<file path="config.mk">
export PLATFORM = sky130hd
export DESIGN_NAME = uart_tx_buf
export DESIGN_NICKNAME = d
export VERILOG_FILES = /design/src/rtl/uart_tx_buf.sv
export SDC_FILE = /design/constraint.sdc
export NUM_CORES = 1
export LEC_CHECK = 0
export ABC_AREA = 1
export CORE_MARGIN = 2
export CORE_UTILIZATION = 61
export DETAILED_ROUTE_END_ITERATION = 6
export HOLD_SLACK_MARGIN = 0.02
export PLACE_DENSITY = 0.8
export SYNTH_ARGS = -nofsm -noshare
export SYNTH_HDL_FRONTEND = slang
export SYNTH_SLANG_ARGS = --single-unit
</file>
<file path="constraint.sdc">
create_clock -name clk -period 4.4 [get_ports clk]
set_input_delay 0.88 -clock clk [delete_from_list [all_inputs] [get_ports clk]]
set_output_delay 0.88 -clock clk [all_outputs]
set_load 0.02 [all_outputs]
</file>
<file path="src/rtl/uart_tx_buf.sv">
// uart_tx_buf: byte FIFO in front of an 8N1 UART transmitter.
// A byte is popped into the shifter when the line is idle, or at the end of
// the stop bit so that queued frames go out back-to-back.
module uart_tx_buf #(
    parameter int unsigned CLK_PER_HALF_BIT = 434,
    parameter int unsigned DEPTH            = 8
) (
    input  logic                     clk,
    input  logic                     rst,
    input  logic [7:0]               wdata,
    input  logic                     wvalid,
    output logic                     wready,
    output logic                     txd,
    output logic                     busy,
    output logic [$clog2(DEPTH):0]   count,
    output logic                     overflow
);

    localparam int unsigned PTR_W   = $clog2(DEPTH);
    localparam int unsigned CNT_W   = PTR_W + 1;
    localparam int unsigned BIT_CYC = 2 * CLK_PER_HALF_BIT;
    localparam int unsigned TMR_W   = $clog2(BIT_CYC);

    localparam logic [1:0] S_IDLE  = 2'd0;
    localparam logic [1:0] S_START = 2'd1;
    localparam logic [1:0] S_DATA  = 2'd2;
    localparam logic [1:0] S_STOP  = 2'd3;

    logic [1:0]       state_q, state_d;
    logic [TMR_W-1:0] tmr_q, tmr_d;
    logic [2:0]       idx_q, idx_d;
    logic [7:0]       shift_q, shift_d;
    logic             txd_q, txd_d;
    logic [CNT_W-1:0] count_q, count_d;
    logic [PTR_W-1:0] rptr_q, rptr_d;
    logic [PTR_W-1:0] wptr_q, wptr_d;
    logic             ovf_q, ovf_d;
    logic [7:0]       mem_q [DEPTH];
    logic [7:0]       mem_d [DEPTH];

    logic             push_c;
    logic             pop_c;
    logic             tmr_end_c;
    logic [2:0]       idx_nxt_c;

    assign wready   = (count_q < CNT_W'(DEPTH));
    assign busy     = (state_q != S_IDLE) || (count_q != '0);
    assign txd      = txd_q;
    assign count    = count_q;
    assign overflow = ovf_q;

    // Next-state logic: frame sequencing, FIFO pointers, occupancy and overflow
    always_comb begin
        state_d   = state_q;
        tmr_d     = tmr_q;
        idx_d     = idx_q;
        shift_d   = shift_q;
        txd_d     = txd_q;
        rptr_d    = rptr_q;
        wptr_d    = wptr_q;
        count_d   = count_q;
        ovf_d     = ovf_q;
        mem_d     = mem_q;
        pop_c     = 1'b0;
        push_c    = wvalid && wready;
        tmr_end_c = (tmr_q == TMR_W'(BIT_CYC - 1));
        idx_nxt_c = idx_q + 3'd1;

        case (state_q)
            S_IDLE: begin
                txd_d = 1'b1;
                if (count_q != '0) begin
                    pop_c = 1'b1;
                end
            end
            S_START: begin
                if (tmr_end_c) begin
                    tmr_d   = '0;
                    idx_d   = 3'd0;
                    txd_d   = shift_q[0];
                    state_d = S_DATA;
                end else begin
                    tmr_d = tmr_q + TMR_W'(1);
                end
            end
            S_DATA: begin
                if (tmr_end_c) begin
                    tmr_d = '0;
                    if (idx_q == 3'd7) begin
                        txd_d   = 1'b1;
                        state_d = S_STOP;
                    end else begin
                        idx_d = idx_nxt_c;
                        txd_d = shift_q[idx_nxt_c];
                    end
                end else begin
                    tmr_d = tmr_q + TMR_W'(1);
                end
            end
            S_STOP: begin
                if (tmr_end_c) begin
                    tmr_d = '0;
                    if (count_q != '0) begin
                        pop_c = 1'b1;
                    end else begin
                        txd_d   = 1'b1;
                        state_d = S_IDLE;
                    end
                end else begin
                    tmr_d = tmr_q + TMR_W'(1);
                end
            end
            default: begin
                txd_d   = 1'b1;
                state_d = S_IDLE;
            end
        endcase

        // Loading the shifter starts a new frame with its start bit
        if (pop_c) begin
            shift_d = mem_q[rptr_q];
            rptr_d  = rptr_q + PTR_W'(1);
            tmr_d   = '0;
            idx_d   = 3'd0;
            txd_d   = 1'b0;
            state_d = S_START;
        end

        if (push_c) begin
            mem_d[wptr_q] = wdata;
            wptr_d        = wptr_q + PTR_W'(1);
        end

        case ({push_c, pop_c})
            2'b10:   count_d = count_q + CNT_W'(1);
            2'b01:   count_d = count_q - CNT_W'(1);
            default: count_d = count_q;
        endcase

        if (wvalid && !wready) begin
            ovf_d = 1'b1;
        end
    end

    // Control and line registers with asynchronous reset
    always_ff @(posedge clk or posedge rst) begin
        if (rst) begin
            state_q <= S_IDLE;
            tmr_q   <= '0;
            idx_q   <= 3'd0;
            shift_q <= 8'd0;
            txd_q   <= 1'b1;
            count_q <= '0;
            rptr_q  <= '0;
            wptr_q  <= '0;
            ovf_q   <= 1'b0;
        end else begin
            state_q <= state_d;
            tmr_q   <= tmr_d;
            idx_q   <= idx_d;
            shift_q <= shift_d;
            txd_q   <= txd_d;
            count_q <= count_d;
            rptr_q  <= rptr_d;
            wptr_q  <= wptr_d;
            ovf_q   <= ovf_d;
        end
    end

    // FIFO storage; contents are qualified by the pointers so need no reset
    always_ff @(posedge clk) begin
        mem_q <= mem_d;
    end

endmodule

</file>
==> results of run 1 <==
==> stage by stage <==
step | worst slack (ns) | hold slack (ns) | area [um2] | instances | total power (W)
finish | 1.568 | 0.4636 | 4976 | 564 | 0.003243
global route | 1.448 | 0.4949 | 4976 | 564 | 0.003477
CTS | 1.551 | 0.4660 | 4976 | 564 | 0.003240
detailed placement | 1.590 | 0.4440 | 4786 | 548 | 0.002679
global placement | 1.684 | 0.4491 | 4786 | 548 | 0.002625
floorplan | 1.985 | 0.4926 | 4564 | 443 | 0.002378
==> power breakdown <==
| group | leakage [nW] | switching (W) | internal, W | total (W) |
|---|---|---|---|---|
| sequential | 1.01 | 0.000168 | 0.00119 | 0.00136 |
| clock | 0.0953 | 0.000349 | 0.000219 | 0.000569 |
| combinational | 0.828 | 0.000857 | 0.000453 | 0.00131 |
==> state kept, by name (all words and copies together) (netlist names) <==
register / flops
overflow: 1
txd: 1
mem_q: 64
rptr_q: 3
state_q: 2
wptr_q: 3
tmr_q: 10
count: 4
idx_q: 3
shift_q: 8
==> worst register-to-register path, cell delays in order, from the launching register on <==
cell	delay, ns
dfrtp_1	0.44
inv_1	0.10
ha_1	0.30
inv_1	0.09
nand2_2	0.09
inv_1	0.12
nand2_4	0.12
inv_6	0.20
ha_1	0.31
nand2_1	0.08
inv_1	0.05
nor2_1	0.05
nand3_1	0.08
o21ai_0	0.13
a21oi_1	0.18
o21ai_0	0.11
nand2_1	0.07
nand2_1	0.04
==> final cells by class <==
class / count / area, um2
clock inverters: 7 / 66.31
flip-flops and latches: 99 / 2799
fillers: 545 / 2277
repair buffers: 20 / 195.2
multi-input cells: 300 / 1550
well taps: 99 / 123.9
clock buffers: 9 / 123.9
inverters: 30 / 117.6
==> layer usage <==
metal  routed length, um  vias to the layer above  track usage
met5                   0                        -            0
met4                 162                        0      0.07308
met3                 476                       18      0.05342
met2                4397                       96       0.3756
met1                3818                     1495       0.3018
li1                    -                     1541            -
==> synthesized netlist by cell type (2+ instances only) <==
| master | number |
|---|---|
| nand4_1 | 10 |
| nand2_2 | 4 |
| nand2_1 | 78 |
| clkbuf_1 | 5 |
| o21ai_1 | 4 |
| buf_4 | 2 |
| a31oi_1 | 3 |
| nor2_1 | 78 |
| nor2_2 | 7 |
| a21oi_1 | 7 |
| dfrtp_1 | 34 |
| inv_1 | 28 |
| edfxtp_1 | 64 |
| buf_2 | 3 |
| xor2_1 | 11 |
| o21ai_0 | 52 |
| nand3_1 | 15 |
| a31oi_2 | 5 |
| ha_1 | 13 |
==> cell families (layout without fill, tap and decap cells) <==
logic type,count (synthesis),count (layout)
xor gates and xnor gates,12,12
AOI/OAI and AO/OA,78,78
buffers and inverters,44,66
adders and majority gates,13,13
DFF,99,99
and+or+nand+nor,197,197
==> cells in the final DEF, fill, tap and decap left out, types with 2 or more instances in the layout <==
master	synthesis	final
nand3_1	15	15
dfrtp_1	34	34
clkbuf_8	1	9
nor2_1	78	78
inv_1	28	28
nand2_1	78	78
nand4_1	10	10
o21ai_1	4	4
a31oi_1	3	3
nand2_2	4	4
xor2_1	11	11
a21oi_1	7	7
buf_4	2	2
a31oi_2	5	5
edfxtp_1	64	64
inv_6	1	4
ha_1	13	13
nor2_2	7	7
o21ai_0	52	52
clkdlybuf4s50_1	0	18
==> worst min-delay path by stage <==
stage / end / slack [ns]
after floorplan: wptr_q[0]$_DFFE_PP0P_ / 0.49
after global placement: overflow$_DFFE_PP0P_ / 0.45
after detailed placement: overflow$_DFFE_PP0P_ / 0.44
after CTS: overflow$_DFFE_PP0P_ / 0.47
after global routing: overflow$_DFFE_PP0P_ / 0.49
final: overflow$_DFFE_PP0P_ / 0.46
==> results_dict.tcl, run 1 <==
set metrics [dict create \
    io_pins 19 \
    fin_setup_tns_ns 0 \
    synth_fa_ha_area_frac 0.03564 \
    synthesis.nets 467 \
    cts_max_path_buffers 2 \
    reg2reg_slack_ns 1.74 \
    grt_max_degree 36 \
    drtIter0Drc 258 \
    holdPathStages 1 \
    period_share 0.6436 \
    cap_violations 0 \
    post_cts_buffers 0 \
    min_period_ns 2.832 \
    cp-start-kind "register" \
    synth_top_area_cell "edfxtp_1" \
    arrival_ns 1.95 \
    worst-r2r-cell-count 17 \
    cts_resized 0 \
    clk_latency_ns 0.38 \
    cts_buffers 9 \
    dieArea_mm2 0.008190 \
    syn_to_final_growth_pct 9.019 \
    start_util 0.6293 \
    yosysTopAreaCellShare 0.4211 \
    fmax_mhz 353.1 \
    first_pass_iters 5 \
    dp_hpwl_um 5985 \
    powerDensity_mw_per_mm2 651.6 \
    clock_sinks 99 \
    syn_inst 443 \
    ys_ff_latch 99 \
    core_mm2 0.007253 \
    post-route-drc-count 0 \
    worst-setup-path-type "reg2out" \
    timing.slew.headroom 0.3456 \
    final_util 0.6860 \
    rsz0062_at_grt "false" \
    synth_xor_area_frac 0.02303 \
    muxShareOfSynthArea 0 \
    cts-root-buf "clkbuf_8" \
    startpoint "state_q[0]$_DFFE_PP0P_" \
    synthTopCellsByArea "edfxtp_1 (42%), dfrtp_1 (19%), nand2_1 (6.4%), nor2_1 (6.4%), o21ai_0 (5.7%)" \
    r2r-start "state_q[0]$_DFFE_PP0P_" \
    grt_pass1_vias 2977 \
    htreeDepth 3 \
    antenna_cells 0 \
    hold_buffers 0 \
    grt_pass1_wl_um 14570 \
    worst_slew_pin_slew_ns 0.9817 \
    port_buffers 18 \
    synthSimpleGateAreaFrac 0.1823 \
    hold_path.class "reg2reg" \
    crit_path_max_incr_delay_ns 0.60 \
    status "finished, final reports clean" \
    vdd_drop_max_uv 313.3 \
    synth-compound-area-share 0.09868 \
    hold_violations 0 \
    cp_num_buf_inv 2 \
    hold_start "overflow$_DFFE_PP0P_" \
    synth_cell_types 39 \
    layout-drive-gt1-share 0.08602 \
    cp.required_ns 3.52 \
    ys_warn_count 0 \
    cp_top_family "buffers and inverters" \
    cts_tree "done" \
    ys_seq_area_frac 0.6132 \
    fin_nets 484 \
    die_w_um 90.50 \
    track_usage 0.2281 \
    slew_viol_final 0 \
    synthFlopType "edfxtp_1" \
    finalSetupViolCount 0 \
    grt_overflow 0 \
    globalplace.congestion 0.8702 \
    path_depth 4 \
    fin_skew_ns 0.01623 \
    ys_async_sr_fraction 0.3535 \
    wl_per_cell_um 15.70 \
    synth_edf_count 64 \
    fp.dieH_um 90.50 \
    synth_top_family_by_area "simple AND/OR/NAND/NOR gates" \
    synth.avg_cell_area_um2 10.30 \
    cp_max_fo 7 \
    rows 31 \
    clkTransAtPathRegs_ns 0.10 \
    cp-endpoint "busy" \
    syn_area_mm2 0.004564 \
    vias_per_cell 5.585 \
    via_count 3150 \
    routed_wl_um 8854 \
    crit_path_end_kind "output port" \
    worst_r2r_endpoint "count[3]$_DFFE_PP0P_" \
    ant_nets 0 \
    cp_slowest_cell "clkdlybuf4s50_1" \
    antenna_found_initial 0 \
    p_leak_nw 1.931 \
    cp_cell_sequence "inv_1, ha_1, nand4_1, clkdlybuf4s50_1" \
]
Note: power is estimated with default switching activity, not from simulation.
==> inputs of run 2 (changes only) <==
--- a/config.mk
+++ b/config.mk
@@ -7,10 +7,10 @@
 export LEC_CHECK = 0
 export ABC_AREA = 1
 export CORE_MARGIN = 2
-export CORE_UTILIZATION = 61
+export CORE_UTILIZATION = 54
 export DETAILED_ROUTE_END_ITERATION = 6
 export HOLD_SLACK_MARGIN = 0.02
-export PLACE_DENSITY = 0.8
+export PLACE_DENSITY = 0.75
 export SYNTH_ARGS = -nofsm -noshare
 export SYNTH_HDL_FRONTEND = slang
 export SYNTH_SLANG_ARGS = --single-unit
==> constraint.sdc (replaced) <==
create_clock -name clk -period 2.5 [get_ports clk]
set_input_delay 0.5 -clock clk [delete_from_list [all_inputs] [get_ports clk]]
set_output_delay 0.5 -clock clk [all_outputs]
set_load 0.02 [all_outputs]
==> run 2 against run 1 <==
Effect of this change:
- clock skew shrank 0.0038 ns
- clock power grew 72%
- setup slack got worse by 1.5 ns
- combinational power rose by 92%
- design area up 3.2%
- critical path depth increased by 1
- critical path type unchanged
- critical endpoint unchanged
==> results_dict.tcl, run 2 (synthesis gave the netlist of run 1 again) <==
set metrics [dict create \
    status "finished, final reports clean" \
    layout-drive-gt1-share 0.1292 \
    p_leak_nw 2.011 \
    cts_buffers 9 \
    worst_slew_pin_slew_ns 0.7551 \
    via_count 3135 \
    arrival_ns 1.89 \
    vias_per_cell 5.359 \
    fillers 636 \
    clk_latency_ns 0.36 \
    routed_wl_um 8669 \
    period_share 0.9567 \
    cts-root-buf "clkbuf_8" \
    slew_viol_final 0 \
    grt_overflow 0 \
    port_buffers 18 \
    timing.slew.headroom 0.4961 \
    antenna_found_initial 0 \
    reg2reg_slack_ns 0.20 \
    vdd_drop_max_uv 557.7 \
    htreeDepth 3 \
    track_usage 0.2080 \
    worst-setup-path-type "reg2out" \
    dp_hpwl_um 5666 \
    cp_num_buf_inv 3 \
    final_cell_mix "nand2_1 (78), nor2_1 (78), edfxtp_1 (64)" \
    globalplace.congestion 0.8544 \
    cp.required_ns 2.00 \
    hold_path.class "reg2reg" \
    ant_nets 0 \
    rows 33 \
    syn_to_final_growth_pct 12.47 \
    drtIter0Drc 168 \
    clock_sinks 99 \
    top_register "mem_q" \
    grt_pass1_vias 3095 \
    crit_path_max_incr_delay_ns 0.61 \
    rsz0062_at_grt "false" \
    cp_max_fo 6 \
    finalSetupViolCount 0 \
    fin_area_mm2 0.005134 \
    grt_use_met2 0.3631 \
    fin_setup_tns_ns 0 \
    dpl_cell_area_mm2 0.004883 \
    cap_violations 0 \
    use_met3 0.04699 \
    core_mm2 0.008217 \
    use_met1 0.2491 \
    fp.dieH_um 95.94 \
    wl_per_cell_um 14.82 \
    crit_path_end_kind "output port" \
    antenna_cells 0 \
    cts_tree "done" \
    fin_skew_ns 0.01241 \
    cp_top_family "buffers and inverters" \
    hold_buffers 0 \
    grt_pass1_wl_um 14260 \
    cts_max_path_buffers 2 \
    cp_cell_sequence "inv_1, ha_1, buf_4, nand4_1, clkdlybuf4s50_1" \
    min_period_ns 2.392 \
    busiest_layer "met2" \
    dieArea_mm2 0.009204 \
    cp_slowest_cell "clkdlybuf4s50_1" \
    io_pins 19 \
    hold_violations 0 \
    reg.largest.list "mem_q x64, tmr_q x10, shift_q x8" \
    clkTransAtPathRegs_ns 0.11 \
    start_util 0.5555 \
    fmax_mhz 418.1 \
    die_w_um 95.94 \
    grt_max_degree 36 \
    fin_nets 499 \
    cp-start-kind "register" \
    post-route-drc-count 0 \
    powerDensity_mw_per_mm2 1137 \
    largest_reg_flops 64 \
    first_pass_iters 4 \
]
-- run 2: metal layers --
| layer | routed length, um | up-vias |
|---|---|---|
| li1 | - | 1563 |
| met1 | 3759 | 1504 |
| met2 | 4443 | 53 |
| met3 | 301 | 15 |
| met4 | 165 | 0 |
| met5 | 0 | - |
-- run 2: area by class of cell --
type                       instances  area, um2  share of cell area
clock buffer                       9      123.9             0.02413
clock inverter                     7      66.31             0.01292
inverter                          30      117.6             0.02291
multi-input combinational        300       1585              0.3088
sequential                        99       2801              0.5457
tap                              105      131.4             0.02559
timing repair buffer              35      307.8             0.05996
-- run 2: what timing repair did --
action	CTS	global route
setup buffers	0	3
pin swaps	0	1
gates resized for setup	1	9
setup endpoints to repair	1	3
-- run 2: worst paths after layout --
path | end | start | cells past startpoint
setup / recovery | busy | state_q[1]$_DFFE_PP0P_ | 5
hold / removal | overflow$_DFFE_PP0P_ | overflow$_DFFE_PP0P_ | 1
setup reg to reg | count[3]$_DFFE_PP0P_ | state_q[1]$_DFFE_PP0P_ | 17
hold reg to reg | overflow$_DFFE_PP0P_ | overflow$_DFFE_PP0P_ | 1
max in group asynchronous | state_q[0]$_DFFE_PP0P_ | rst | 3
min in group asynchronous | overflow$_DFFE_PP0P_ | rst | 3
-- run 2: through the flow --
step                setup WS [ns]  utilization  hold slack (ns)  total power (W)  cells
CTS                       0.04380       0.6178           0.4758         0.005767    582
detailed placement       -0.01066       0.5943           0.4560         0.004781    566
floorplan                 0.08515            -           0.4926         0.004186    443
finish                     0.1083       0.6248           0.4711         0.005835    585
global placement           0.1885       0.5943           0.4402         0.004684    566
global route              0.01250       0.6248           0.4992         0.006300    585
-- run 2: where the power goes --
group / internal, W / switching [W] / total (W)
logic: 0.000915 / 0.00160 / 0.00251
registers: 0.00210 / 0.000237 / 0.00234
clock network: 0.000388 / 0.000591 / 0.000979
total: 0.00341 / 0.00243 / 0.00583
